File: src/rtl/sc_pkg.sv
// sc_pkg: shared definitions for the single-cycle CPU front end.
//   PCSRC_*   next-PC select codes returned by the control unit
//   state_t   fetch FSM state encoding (FETCH / HOLD)
//   INST_NOP  all-zero word (sll $0,$0,0) presented while no instruction is held
//   align_word() clears the byte-offset bits of an address
package sc_pkg;

  localparam logic [1:0] PCSRC_SEQ = 2'b00;
  localparam logic [1:0] PCSRC_BR  = 2'b01;
  localparam logic [1:0] PCSRC_JR  = 2'b10;
  localparam logic [1:0] PCSRC_J   = 2'b11;

  typedef enum logic {
    FETCH = 1'b0,
    HOLD  = 1'b1
  } state_t;

  localparam logic [31:0] INST_NOP = 32'h0000_0000;

  function automatic logic [31:0] align_word(input logic [31:0] addr);
    return {addr[31:2], 2'b00};
  endfunction

endpackage

File: src/rtl/sc_npc_mux.sv
// sc_npc_mux: combinational next-PC selector.
// Ports:
//   pc4      in  32  sequential successor (pc + 4)
//   bpc      in  32  branch target
//   rpc      in  32  jr register target
//   jpc      in  32  jump target
//   pcsource in  2   select code (PCSRC_SEQ/BR/JR/J)
//   npc      out 32  selected target, word aligned
module sc_npc_mux
  import sc_pkg::*;
(
  input  logic [31:0] pc4,
  input  logic [31:0] bpc,
  input  logic [31:0] rpc,
  input  logic [31:0] jpc,
  input  logic [1:0]  pcsource,
  output logic [31:0] npc
);

  logic [31:0] sel;

  always_comb begin
    sel = pc4;
    case (pcsource)
      PCSRC_SEQ: sel = pc4;
      PCSRC_BR:  sel = bpc;
      PCSRC_JR:  sel = rpc;
      PCSRC_J:   sel = jpc;
      default:   sel = pc4;
    endcase
  end

  // Register targets (jr) may be misaligned; the low bits are simply dropped.
  assign npc = align_word(sel);

endmodule

File: src/rtl/sc_ifetch.sv
// sc_ifetch: instruction-fetch stage of the single-cycle CPU.
// Holds the PC, fetches one word per instruction over a req/ready handshake,
// holds it for decode/execute until commit, then advances the PC.
// Ports:
//   clock, reset            system clock, synchronous active-high reset
//   imem_req/imem_addr      fetch request and byte address (== pc)
//   imem_rdata/imem_ready   returned word and completion strobe
//   pcsource,bpc,rpc,jpc    next-PC select and candidate targets
//   commit                  current instruction finished, advance PC
//   inst, op, func          held instruction (nop while inst_valid=0) and fields
//   pc, pc4, inst_valid     address of held instruction, pc+4, valid flag
// Optional build macro SC_IFETCH_PERF_EN adds fetch_cnt / wait_cnt counters.
module sc_ifetch
  import sc_pkg::*;
#(
  parameter logic [31:0] RESET_PC = 32'h0000_0000
) (
  input  logic        clock,
  input  logic        reset,
  output logic        imem_req,
  output logic [31:0] imem_addr,
  input  logic [31:0] imem_rdata,
  input  logic        imem_ready,
  input  logic [1:0]  pcsource,
  input  logic [31:0] bpc,
  input  logic [31:0] rpc,
  input  logic [31:0] jpc,
  input  logic        commit,
  output logic [31:0] inst,
  output logic [5:0]  op,
  output logic [5:0]  func,
  output logic [31:0] pc,
  output logic [31:0] pc4,
`ifdef SC_IFETCH_PERF_EN
  output logic [31:0] fetch_cnt,
  output logic [31:0] wait_cnt,
`endif
  output logic        inst_valid
);

  state_t      state, state_nxt;
  logic [31:0] pc_nxt;
  logic [31:0] inst_nxt;
  logic [31:0] npc;
  logic        fetch_acc;
  logic        fetch_wait;

  assign pc4 = pc + 32'd4;

  sc_npc_mux u_npc_mux (
    .pc4      (pc4),
    .bpc      (bpc),
    .rpc      (rpc),
    .jpc      (jpc),
    .pcsource (pcsource),
    .npc      (npc)
  );

  always_comb begin
    state_nxt  = state;
    pc_nxt     = pc;
    inst_nxt   = inst;
    fetch_acc  = 1'b0;
    fetch_wait = 1'b0;
    case (state)
      FETCH: begin
        if (imem_ready) begin
          inst_nxt  = imem_rdata;
          state_nxt = HOLD;
          fetch_acc = 1'b1;
        end else begin
          fetch_wait = 1'b1;
        end
      end
      HOLD: begin
        if (commit) begin
          pc_nxt    = npc;
          inst_nxt  = INST_NOP;
          state_nxt = FETCH;
        end
      end
      default: state_nxt = FETCH;
    endcase
  end

  always_ff @(posedge clock) begin
    if (reset) begin
      state <= FETCH;
      pc    <= RESET_PC;
      inst  <= INST_NOP;
    end else begin
      state <= state_nxt;
      pc    <= pc_nxt;
      inst  <= inst_nxt;
    end
  end

  // Request is masked while reset is asserted so memory sees no access
  // during the reset cycle even though the state already reads FETCH.
  assign imem_req   = (state == FETCH) && !reset;
  assign imem_addr  = pc;
  assign inst_valid = (state == HOLD);
  assign op         = inst[31:26];
  assign func       = inst[5:0];

`ifdef SC_IFETCH_PERF_EN
  always_ff @(posedge clock) begin
    if (reset) begin
      fetch_cnt <= 32'd0;
      wait_cnt  <= 32'd0;
    end else begin
      if (fetch_acc)  fetch_cnt <= fetch_cnt + 32'd1;
      if (fetch_wait) wait_cnt  <= wait_cnt + 32'd1;
    end
  end
`else
  logic unused_perf;
  assign unused_perf = fetch_acc ^ fetch_wait;
`endif

endmodule

File: config.mk
export PLATFORM = sky130hd
export DESIGN_NAME = sc_ifetch
export DESIGN_NICKNAME = d
export VERILOG_FILES = /design/src/rtl/sc_pkg.sv /design/src/rtl/sc_npc_mux.sv /design/src/rtl/sc_ifetch.sv
export SDC_FILE = /design/constraint.sdc
export NUM_CORES = 1
export LEC_CHECK = 0
export BUFFER_PORTS_ARGS = -buffer_cell sky130_fd_sc_hd__buf_2
export CORE_MARGIN = 4
export CORE_UTILIZATION = 39
export CTS_CLUSTER_SIZE = 16
export DETAILED_ROUTE_END_ITERATION = 16
export PLACE_DENSITY = 0.78
export SYNTH_ARGS = -nofsm -noshare
export SYNTH_HDL_FRONTEND = slang
export SYNTH_SLANG_ARGS = --single-unit
File: constraint.sdc
create_clock -name clock -period 1.9 [get_ports clock]
set_input_delay 0.095 -clock clock [delete_from_list [all_inputs] [get_ports clock]]
set_output_delay 0.095 -clock clock [all_outputs]
set_load 0.01 [all_outputs]
==> run metrics <==
port buffer count 263; layout filler cell count 930; grt ovf 0; CP Cell Sequence nand3_4, or4_4, nor3_4, xnor2_2, buf_2; status finished, violations left; Netlist cell types 47; largest net degree at the start of global routing 37; final setup margin -0.0187 ns; Post-Syn Area per Cell 8.13 um^2; EDFF count, synth 0; post-synthesis sequential area ratio 0.304; gr usage total 0.246; violated checks negative setup slack; Final Hold Violating Endpoints 0; Rows 37; Storage cell area 1300 um^2; sw frac 0.305; # IOs 276; core outline area around 10000 um^2; vias in the first global route about 4900; max-slew violations 0; clk_skew 0.0146 ns; leading area contributor after synthesis dfxtp_1; Slew @ Worst Pin 0.898 ns; CP bufs+invs 1; Cell Pwr Density 584 nW/um^2; routability cong. 0.858; Max Clock Freq 521 MHz; Yosys top cell area share 0.304; antenna-violating nets left 0; die width 111 um; Critical Path Max Stage Delay approximately 0.53 ns; layout cell share with drive strength beyond 1 0.505; setup TNS -0.0409 ns; Flop pwr share 0.393; Top delay family on crit path simple AND/OR/NAND/NOR gates; period utilisation layout 1.01; design internal power 2.57 mW; initial antenna violation count 1; n_diodes 0; Main synth FF type dfxtp_1; DR pass1 iterations 8; Die Ht ~110 um; Worst Path Max Fanout 3; Comb power frac 0.250; required time worst endpoint 1.80 ns; Setup crit end kind primary output; CTS root buf clkbuf_8; Rel. slew slack 0.401; Initial Util 0.402; Final HPWL DP 11500 um; FFs w/ async S/R, synth 0; DRC viols 0; Power, Total 3.70 mW; Die ar. 12300 um^2; CTS Buf Count 9; most common cell in the netlist dfxtp_1; nets 926; Synth area leaders dfxtp_1, buf_4, mux2i_1, a22oi_1, xnor2_1; top cells by count, synth dfxtp_1, nor2_1, buf_4, o21ai_0, a22oi_1; Clock Pin Slew Worst Setup and Hold Paths 0.09 ns; Worst Setup Path Type reg2out; Startpoint Class flip-flop; H-tree depth 3; vias per cell 5.29; Worst-Skew Late Latency approximately 0.34 ns; Worst Hold Class in2reg; area taken by multi-input logic gates 2550 um^2; P_leak 3.25 nW; WL/cell 17.1 um; Final min period 1.92 ns; Syn-to-layout area delta 52.6%; synth warn 0; Initial DRC Count between 200 and 250; synthesized area around 4100 um^2; vias between 4000 and 5000; #FFs+latches synth 63; Max VDD drop between 500 and 600 uV; first-pass GRT wire length about 25000 um; RSZ-0062 raised after global routing true; crit path max-delay cell type or4_4; Mapped Cells 510; clock power share 0.357; final wirelength 15900 um; Max Cap Violations 0; total net switching power 1.13 mW; CTS tree done; clock sink count 63; CP arrival 1.82 ns; count of final setup violators 3; clock buffer depth 2
power groups by stage:
stage	Clock (mW)	Combinational [mW]	Sequential, mW
global route	1.41	1.01	1.46
finish	1.32	0.923	1.45
floorplan	0	0.446	1.53
global placement	0	0.852	1.47
CTS	1.35	0.910	1.45
detailed placement	0	0.864	1.47
routing by layer:
layer	track usage	vias up	share of wire
met5	0	-	0.00082
met4	0.0981	2	0.032
met3	0.0682	50	0.083
met2	0.439	260	0.50
met1	0.277	2259	0.38
li1	-	2355	-
path summary, 6_finish.rpt:
| check | startpoint | endpoint | slack, ns | depth (start not counted) |
|---|---|---|---|---|
| max | imem_addr[29] | pc4[31] | -0.02 | 5 |
| min | imem_rdata[14] | inst[14] | 0.02 | 3 |
| max reg2reg | imem_addr[10] | imem_addr[28] | 0.14 | 7 |
| min reg2reg | imem_addr[4] | imem_addr[4] | 0.50 | 1 |
state kept, by name, indices dropped and copies added, names as in the netlist:
name and count:
inst_valid 1, inst 32, imem_addr 30
per-stage QoR:
stage,setup slack [ns],std cells,instance area (um^2),hold slack [ns],utilization
after CTS,-0.103,923,6150,0.00505,0.595
after global placement,0.0267,877,5510,0.316,0.534
final,-0.0187,932,6330,0.0158,0.613
after floorplan,0.0189,515,4170,0.211,-
after detailed placement,-0.0119,877,5510,0.319,0.534
after global routing,-0.133,932,6330,0.0119,0.613
worst min-delay path, delay by kind of cell:
| family | cells | cell delay, ns |
|---|---|---|
| AND/OR/NAND/NOR | 1 | 0.08 |
| buffers and inverters | 1 | 0.07 |
| AO/OA/AOI/OAI | 1 | 0.06 |
cells in the final DEF, fill, tap and decap left out, types with 3 or more instances in the layout:
cell	synthesis	routed
nand3_1	8	7
dfxtp_1	63	45
a21o_1	5	5
nor2_1	50	47
a22o_1	6	6
nor3_2	2	5
clkbuf_8	0	9
o211ai_1	16	16
dlygate4sd3_1	0	23
o2bb2ai_1	18	18
dfxtp_4	0	6
xnor2_2	0	5
inv_1	18	17
o21ai_0	37	37
buf_6	0	5
mux2i_1	28	28
nand4_4	1	3
nand2_1	29	26
nor3_1	10	5
and4_4	0	7
buf_4	48	53
xor2_1	5	5
nand4_1	11	11
xnor2_1	22	17
a21oi_1	29	27
a22oi_1	34	34
conb_1	1	6
buf_2	6	263
dfxtp_2	0	12
kinds of logic (layout without fill, tap and decap cells):
group	count (synthesis)	after routing	synth area share
AOI/OAI and AO/OA	150	150	0.241
xor gates and xnor gates	27	27	0.0570
adders and majority gates	1	1	0.00302
buffers and inverters	98	379	0.134
DFF	63	63	0.304
muxes	30	30	0.0784
other	1	6	0.000904
and+or+nand+nor	140	140	0.182
area by class of cell:
| type | count | share of cell area |
|---|---|---|
| clock buffer | 9 | 0.0196 |
| clock inverter | 7 | 0.0154 |
| inverter | 18 | 0.0107 |
| multi-input combinational | 354 | 0.403 |
| sequential | 63 | 0.205 |
| tap | 136 | 0.0269 |
| timing repair buffer | 345 | 0.319 |
what timing repair did:
action	CTS	global route
setup buffers	7	9
pin swaps	15	14
resized for setup	40	33
endpoints found under the hold margin	23	0
setup endpoints to repair	23	24
hold buffers	23	0
Note: power is estimated with default switching activity, not from simulation.
